## config.mk

```make
export PLATFORM = sky130hd
export DESIGN_NAME = bcd_bin_seq
export DESIGN_NICKNAME = d
export VERILOG_FILES = /design/src/rtl/bcd_bin_seq_pkg.sv /design/src/rtl/bcd_bin_seq_mul10_add.sv /design/src/rtl/bcd_bin_seq.sv
export SDC_FILE = /design/constraint.sdc
export NUM_CORES = 1
export LEC_CHECK = 0
export ABC_AREA = 1
export CAP_MARGIN = 10
export CORE_MARGIN = 2
export CORE_UTILIZATION = 55
export CTS_CLUSTER_DIAMETER = 30
export CTS_CLUSTER_SIZE = 16
export DETAILED_ROUTE_END_ITERATION = 8
export PLACE_DENSITY = 0.76
export SETUP_SLACK_MARGIN = 0.2
export SLEW_MARGIN = 30
export SYNTH_ARGS = -nofsm -noshare
export SYNTH_HDL_FRONTEND = slang
export SYNTH_SLANG_ARGS = --single-unit
```

## constraint.sdc

```tcl
create_clock -name clk -period 10.4 [get_ports clk]
set_clock_uncertainty 0.05 [all_clocks]
set_input_delay 1.56 -clock clk [delete_from_list [all_inputs] [get_ports clk]]
set_output_delay 1.56 -clock clk [all_outputs]
set_load 0.02 [all_outputs]
```

## src/rtl/bcd_bin_seq_pkg.sv

```systemverilog
// Shared constants for the sequential BCD-to-binary converter: FSM encoding,
// default geometry and the largest legal BCD digit.
package bcd_bin_seq_pkg;

  localparam int unsigned DIGITS_DEF     = 9;
  localparam int unsigned BIN_W_DEF      = 64;
  localparam int unsigned STABLE_CYC_DEF = 16;

  localparam logic [3:0] BCD_DIGIT_MAX = 4'd9;

  localparam logic [1:0] ST_IDLE = 2'd0;
  localparam logic [1:0] ST_WAIT = 2'd1;
  localparam logic [1:0] ST_CONV = 2'd2;
  localparam logic [1:0] ST_HOLD = 2'd3;

  function automatic logic is_bcd_digit(input logic [3:0] nib);
    return nib <= BCD_DIGIT_MAX;
  endfunction

endpackage

```

## src/rtl/bcd_bin_seq_mul10_add.sv

```systemverilog
// Combinational acc*10 + digit at BIN_W bits, built from shifts and adds;
// reusable by any decimal radix converter.
module mul10_add #(
  parameter int unsigned BIN_W = 64
) (
  input  logic [BIN_W-1:0] i_acc,
  input  logic [3:0]       i_digit,
  output logic [BIN_W-1:0] o_acc_c
);

  logic [BIN_W-1:0] w_x8;
  logic [BIN_W-1:0] w_x2;

  assign w_x8    = i_acc << 3;
  assign w_x2    = i_acc << 1;
  assign o_acc_c = w_x8 + w_x2 + BIN_W'(i_digit);

endmodule

```

## src/rtl/bcd_bin_seq.sv

```systemverilog
// Debounced, digit-serial BCD-to-binary converter feeding a valid/ready sink.
// Non-decimal nibbles raise digit_err instead of producing a result.
module bcd_bin_seq
  import bcd_bin_seq_pkg::*;
#(
  parameter int unsigned DIGITS     = DIGITS_DEF,
  parameter int unsigned BIN_W      = BIN_W_DEF,
  parameter int unsigned STABLE_CYC = STABLE_CYC_DEF
) (
  input  logic                  clk,
  input  logic                  rst,
  input  logic [4*DIGITS-1:0]   bcd_in,
  input  logic                  out_ready,
  output logic [BIN_W-1:0]      bin_out,
  output logic                  bin_valid,
  output logic                  digit_err,
  output logic                  busy
);

  localparam int unsigned SNAP_W = 4 * DIGITS;
  localparam int unsigned CNT_W  = (STABLE_CYC > 1) ? $clog2(STABLE_CYC) : 1;
  localparam int unsigned IDX_W  = $clog2(DIGITS + 1);

  logic [1:0]        r_state;
  logic [SNAP_W-1:0] r_snap;
  logic [CNT_W-1:0]  r_cnt;
  logic [IDX_W-1:0]  r_idx;
  logic [BIN_W-1:0]  r_acc;
  logic              r_err;
  logic [BIN_W-1:0]  r_bin_out;
  logic              r_bin_valid;
  logic              r_digit_err;
  logic              r_busy;

  logic [1:0]        w_nxt_state;
  logic [SNAP_W-1:0] w_nxt_snap;
  logic [CNT_W-1:0]  w_nxt_cnt;
  logic [IDX_W-1:0]  w_nxt_idx;
  logic [BIN_W-1:0]  w_nxt_acc;
  logic              w_nxt_err;
  logic [BIN_W-1:0]  w_nxt_bin_out;
  logic              w_nxt_bin_valid;
  logic              w_nxt_digit_err;
  logic              w_nxt_busy;

  logic [3:0]        w_digit;
  logic [BIN_W-1:0]  w_acc_step;
  logic              w_err_now;
  logic              w_in_changed;

  // Current digit selected by the MS-first index.
  always_comb begin
    w_digit = 4'd0;
    for (int i = 0; i < int'(DIGITS); i++) begin
      if (r_idx == IDX_W'(i)) w_digit = r_snap[4*i +: 4];
    end
  end

  mul10_add #(.BIN_W(BIN_W)) u_mul10_add (
    .i_acc   (r_acc),
    .i_digit (w_digit),
    .o_acc_c (w_acc_step)
  );

  assign w_err_now    = r_err | ~is_bcd_digit(w_digit);
  assign w_in_changed = (bcd_in != r_snap);

  // Next-state and next-output logic.
  always_comb begin
    w_nxt_state     = r_state;
    w_nxt_snap      = r_snap;
    w_nxt_cnt       = r_cnt;
    w_nxt_idx       = r_idx;
    w_nxt_acc       = r_acc;
    w_nxt_err       = r_err;
    w_nxt_bin_out   = r_bin_out;
    w_nxt_bin_valid = r_bin_valid;
    w_nxt_digit_err = r_digit_err;
    w_nxt_busy      = 1'b0;

    case (r_state)
      ST_IDLE: begin
        if (w_in_changed) begin
          w_nxt_snap  = bcd_in;
          w_nxt_cnt   = '0;
          w_nxt_state = ST_WAIT;
        end
      end
      ST_WAIT: begin
        if (w_in_changed) begin
          w_nxt_snap = bcd_in;
          w_nxt_cnt  = '0;
        end else if (r_cnt == CNT_W'(STABLE_CYC - 1)) begin
          w_nxt_acc       = '0;
          w_nxt_idx       = IDX_W'(DIGITS - 1);
          w_nxt_err       = 1'b0;
          w_nxt_digit_err = 1'b0;
          w_nxt_state     = ST_CONV;
        end else begin
          w_nxt_cnt = r_cnt + CNT_W'(1);
        end
      end
      ST_CONV: begin
        w_nxt_acc = w_acc_step;
        w_nxt_err = w_err_now;
        if (r_idx == '0) begin
          if (w_err_now) begin
            w_nxt_digit_err = 1'b1;
            w_nxt_state     = ST_IDLE;
          end else begin
            w_nxt_bin_out   = w_acc_step;
            w_nxt_bin_valid = 1'b1;
            w_nxt_state     = ST_HOLD;
          end
        end else begin
          w_nxt_idx = r_idx - IDX_W'(1);
        end
      end
      default: begin
        if (out_ready) begin
          w_nxt_bin_valid = 1'b0;
          w_nxt_state     = ST_IDLE;
        end
      end
    endcase

    w_nxt_busy = (w_nxt_state != ST_IDLE);
  end

  always_ff @(posedge clk or negedge rst) begin
    if (!rst) begin
      r_state     <= ST_IDLE;
      r_snap      <= '0;
      r_cnt       <= '0;
      r_idx       <= '0;
      r_acc       <= '0;
      r_err       <= 1'b0;
      r_bin_out   <= '0;
      r_bin_valid <= 1'b0;
      r_digit_err <= 1'b0;
      r_busy      <= 1'b0;
    end else begin
      r_state     <= w_nxt_state;
      r_snap      <= w_nxt_snap;
      r_cnt       <= w_nxt_cnt;
      r_idx       <= w_nxt_idx;
      r_acc       <= w_nxt_acc;
      r_err       <= w_nxt_err;
      r_bin_out   <= w_nxt_bin_out;
      r_bin_valid <= w_nxt_bin_valid;
      r_digit_err <= w_nxt_digit_err;
      r_busy      <= w_nxt_busy;
    end
  end

  assign bin_out   = r_bin_out;
  assign bin_valid = r_bin_valid;
  assign digit_err = r_digit_err;
  assign busy      = r_busy;

endmodule

```

======== Yosys cells after proc, flatten, opt, wreduce, memory -nomap -nowiden ========
Index checks and enable logic that the tools add are counted.
storage, ports and cells
  output and inout bits ................... 67
  register bits ........................... 177
cells by class
  magnitude comparators ................... 1
  bitwise operators ....................... 4
  reductions and logical operators ........ 14
  $add $sub $neg .......................... 4
  equal/unequal tests ..................... 20
  multiplexer cells ....................... 37
operators by type and width
  cell                                                                    number
  63-bit two-way mux                                                      2
  63-bit case mux with 2 select lines                                     1
  64-bit by 4-bit adder with 64-bit output                                1
  64-bit adder                                                            1
  4-bit two-way mux                                                       15
  36-bit != test                                                          1
  4-bit by 3-bit equality test with 1-bit output (second input constant)  4
  4-bit case mux with 2 select lines                                      2
  2-bit != test (second input constant)                                   7
  2-bit two-way mux                                                       6
  3-bit AND reduction                                                     3
  4-bit by 2-bit equality test with 1-bit output (second input constant)  2
  4-bit equality test (second input constant)                             2
  4-bit AND reduction                                                     2
  2-bit nonzero test                                                      4
  1-bit two-way mux                                                       7
  1-bit case mux with 2 select lines                                      3
  2-bit case mux with 3 select lines                                      1
  5-bit AND reduction                                                     1
  4-bit by 1-bit adder with 4-bit output (second input constant)          1
  4-bit by 1-bit equality test with 1-bit output (second input constant)  1
  4-bit less-or-equal comparator (second input constant)                  1
  4-bit logical NOT                                                       1
  4-bit by 1-bit subtractor with 4-bit output (second input constant)     1
  other kinds (8)                                                         10

======== Longest topological paths before layout ========
  depth after elaboration ................. 17
  mapped depth ............................ 31

======== Modules after synthesis ========
A second synthesis with hierarchy kept.
second synthesis, totals
  cell total of the unflattened synthesis .. 2134
  area total of the unflattened synthesis .. 14368.8 um^2
by module, submodules not included
  module       cells each  area an instance (um^2)  instances  sequential area each (um^2)
  bcd_bin_seq  842         7955.1                   1          4454.3
  mul10_add    1292        6413.7                   1          0.0

======== Worst setup path after synthesis ========
No wires, ideal clock.
  path type ............................... flip-flop to flip-flop
  start ................................... register r_idx[1]
  end ..................................... register r_acc[36]
  stages on the path, launching flop included .. 27
  buffers on the path ..................... 0
  clock period less this slack ............ 3820 ps
  slack ................................... 6580 ps
  library setup time ...................... 133 ps
  data arrival time ....................... 3637 ps
  cells stage by stage .................... dfrtp_1 > inv_1 > ha_1 > inv_1 > nor2_1 > nand2_1 > nand3_1 > nand2_1 > nand2_1 > nand2_1 > nand2_1 > nand3_1 > nand3_1 > inv_1 > fa_1 > fa_1 > o21ai_0 > nand2_1 > nand2_1 > nand2_1 > nand2_1 > nand2_1 > nand3_1 > nand2_1 > nand2_1 > xnor2_1 > o21ai_0
on the way
  longest elaborated chain between the ends .. 12
ends and longest elaborated chain
  what                                          RTL line                     source
  start, declared                               bcd_bin_seq.sv:27            logic [IDX_W-1:0] r_idx;
  start signal, assigned                        bcd_bin_seq.sv:146           r_idx <= w_nxt_idx;
  4-bit logical NOT                             bcd_bin_seq.sv:55            if (r_idx == IDX_W'(i)) w_digit = r_snap[4*i +: 4];
  4-bit two-way mux (8 in a row)                bcd_bin_seq.sv:55
  4-bit two-way mux (*)                         bcd_bin_seq.sv:55
  64-bit by 4-bit adder with 64-bit output (*)  bcd_bin_seq_mul10_add.sv:16  assign o_acc_c = w_x8 + w_x2 + BIN_W'(i_digit);
  63-bit case mux with 2 select lines (*)       bcd_bin_seq.sv:81            case (r_state)
  end signal, assigned                          bcd_bin_seq.sv:147           r_acc <= w_nxt_acc;
  end, declared                                 bcd_bin_seq.sv:28            logic [BIN_W-1:0] r_acc;
Mark *: on every way between the ends. The rest lies on a longest branch, timed or not.
A chain may end at the register's enable or synchronous reset.

======== Worst setup path in the final report ========
  start ................................... register r_idx[1]
  end ..................................... register r_acc[58]
Same word-level chain as after synthesis.

==> reports/results.txt <==
Core occupancy in the finished layout: 0.645. The number of diodes added for antenna fixing was 0; the global placement routability congestion was 1.03. Multiplexer area fraction after synthesis: 0.0202.

The initial cell density of the core was 0.562; the detailed-route vias per instance was 5.49. Once detail routing completed, the nets flagged for antenna violations numbered 0. Number of buffers inserted by hold repair at cts: 0. The type of element launching the critical path is a flop. The first global-routing pass estimated 59800 um of wire. The commonest non-fill, non-tap cell in the layout is nand2_1. After routing, the total negative slack on setup checks comes to 0 ns. The total clock sinks was 177.

The worst reg2reg path depth was 25. In this design, the largest share of critical-path delay is due to simple AND/OR/NAND/NOR gates. The compound-gate portion of the synthesized area was 0.127; the area of combinational cells with multiple inputs was 0.00746 mm2. Count of vias placed by the detailed router: 11781.

Setup violations remaining at the end of the flow were counted as 0. The clock slew seen by the registers of the worst setup and hold paths works out to 0.08 ns. The number of H-tree levels came out at 4. After technology mapping, the gate count stands at 1722. The run finished with clean final reports. Hold violation count in the final report: 0. Each instance of the synthesized netlist takes up on average 7.43 um2.

The startpoint identified for the worst hold timing path is bin_out[61]. The fraction of the cycle the final worst path needs was 0.455; the number of buffers and inverters on the critical path was 3. In this run the most used layer during global routing was met2. The pin count of the biggest net entering global routing is 83, and the maximum single-stage delay on the critical path is 0.49 ns. Setup repair after global routing left no endpoint under its margin. The tools report the root buffer cell as clkbuf_16.

The area of the core was 0.0228 mm2. By area, the combinational part of the netlist is dominated by simple AND/OR/NAND/NOR gates. Across the run, the number of max-cap violations was 0. For the deepest clock path buffer count, the log shows 2. The total global routing track utilization is 0.313. Top cell type by total area after synthesis: dfrtp_1. Timing would allow up to 211 MHz. The initial antenna violation count is 0. Post-route DRC violation count: 0.

The simple-gate share of the synthesized area works out to 0.254. Measured along the x axis, the die boundary spans 157 um. In this run, CTS created clock tree buffers numbering 17. Row generation in the floorplan step produced 55 rows.

TritonCTS built the clock tree. In this run the tool buffered the top-level ports with 105 buffer cells. After layout, the minimum clock period comes to 4.73 ns.

For the global routing met2 resource utilization, the log shows 0.509. The tools report the die footprint as 0.0245 mm2. The number of nets in the synthesized netlist is 1891. For this run, the leading register cell type out of synthesis is dfrtp_1. For the met3 track demand over resource, the log shows 0.0343. The vertical die dimension came out at 157 um. The critical path is of the flop to flop type. The cell count of the worst hold path is 2. The tools report the combined flip-flop and latch cell area as 0.00443 mm2. The half-perimeter wire length after placement was 29300 um; the via count of the first global-routing pass was 11406. The number of primary I/O pins was 106; the flip-flop and latch count after synthesis was 177. The run gives 2069 as the number of fill cells in the layout. The length of the first detailed-routing pass in iterations was 8.

After synthesis, the cell types taking the most area are dfrtp_1 35%, nand2_1 15%, ha_1 13%. The tools report the total wirelength of the detailed-routed design as 37000 um. The type of the most critical hold path was flop to flop.

In this run the worst path has a maximum fanout of 6. In this run the critical register-to-register path is launched from r_idx[1]. Adder and majority cell fraction of the synthesized area: 0.128.

In this run the number of cells on the critical path is 25. Relative to the synthesized area, the layout overhead comes to 14.8%. The tools report the aggregate global routing overflow as 0. The critical path's most frequent cell is nand2_1. Met1 usage in global routing: 0.438. The tools report the number of nets in the final layout as 1990.

The Yosys step of the flow raised 0 warnings. Hold is met by 0.434 ns. The XOR/XNOR share of the synthesized area was 0.0534; the arrival time of data at the critical path endpoint was 5.02 ns.

The proportion of synthesized chip area in sequential cells came out at 0.346. The number of setup buffers added after CTS is 0. At the pin with the least slew margin, the transition time is 0.795 ns. The number of enable-type register cells in the synthesized netlist came out at 0.

Leaving out fill and tap cells, the most frequent cells in the layout are 498 x nand2_1, 184 x inv_1, 177 x dfrtp_1. The count of pins over their slew limit was 0; the share of synthesized registers carrying an async set or reset was 1.00. The proportion of netlist area held by the largest area contributor came out at 0.346. The average wire per standard cell was 17.2 um; the unique cell type count in the Yosys netlist was 45. The worst setup path is captured at a flop. Tracing the worst setup path back leads to its startpoint at r_idx[1]. The number of gates given a new drive strength after cts is 0. The remaining max-slew budget at the tightest pin was 0.470. The detailed router finished its first iteration with 902 violations. The largest individual stage delay along the critical path comes from the cell fa_1. The layout cell share with drive strength beyond 1 is 0.0529.

The data required time at the worst endpoint is 10.69 ns, and the synthesized cell area is 0.0128 mm2. The later-pin clock latency in the skew report was 0.44 ns.
Yosys cell counts, drive strengths merged, types with 5 or more instances:
master,n
a21oi,96
buf,14
o211ai,5
xor2,20
a21o,6
nor2,165
nand3,75
nor3,14
a31oi,5
xnor2,58
o21ai,170
mux2,23
nand4,18
dfrtp,177
inv,188
nor4,6
ha,128
or2,8
clkbuf,18
nand2,501
worst paths after layout:
check | end | slack (ns)
worst min-delay path | bin_out[61] | 0.43
min in group asynchronous | bin_out[11] | 1.02
worst min register to register | bin_out[61] | 0.43
max in group asynchronous | bin_out[42] | 7.61
worst max register to register | r_acc[58] | 5.67
worst max-delay path | r_acc[58] | 5.67
logic make-up after synthesis:
| logic type | count (synthesis) |
|---|---|
| muxes | 23 |
| AOI/OAI and AO/OA | 298 |
| DFF | 177 |
| xor gates and xnor gates | 78 |
| buffers and inverters | 221 |
| and+or+nand+nor | 795 |
| adders and majority gates | 130 |
cell type report:
cell class | instances | share of cell area
clock buffer | 18 | 0.0292
tap | 313 | 0.0267
sequential | 177 | 0.301
timing repair buffer | 112 | 0.0754
inverter | 189 | 0.0483
clock inverter | 14 | 0.0112
multi-input combinational | 1324 | 0.508
stage by stage:
step                worst slack (ns)  std cells  instance area [um2]
floorplan                       6.58       1722                12800
global placement                5.85       2115                14100
detailed placement              5.74       2115                14100
CTS                             5.71       2147                14700
global route                    5.20       2147                14700
finish                          5.67       2147                14700
worst min-delay path, stage by stage, from the launching register on:
cell and delay (ns):
dfrtp_1 0.34, nand2_1 0.05, nand2_1 0.06
state kept, by name, indices dropped and copies added (netlist names):
signal     flops
bin_out       64
bin_valid      1
busy           1
digit_err      1
r_acc         63
r_cnt          4
r_err          1
r_idx          4
r_snap        36
r_state        2
per-layer routing:
layer,vias up,wire length [um]
met5,-,0
met3,79,1680
li1,5811,-
met2,365,16900
met1,5526,17300
met4,0,1170
Power is left out: the tool's default activity adds up to more than one toggle a clock period on the data nets, which glitch-free logic cannot reach.
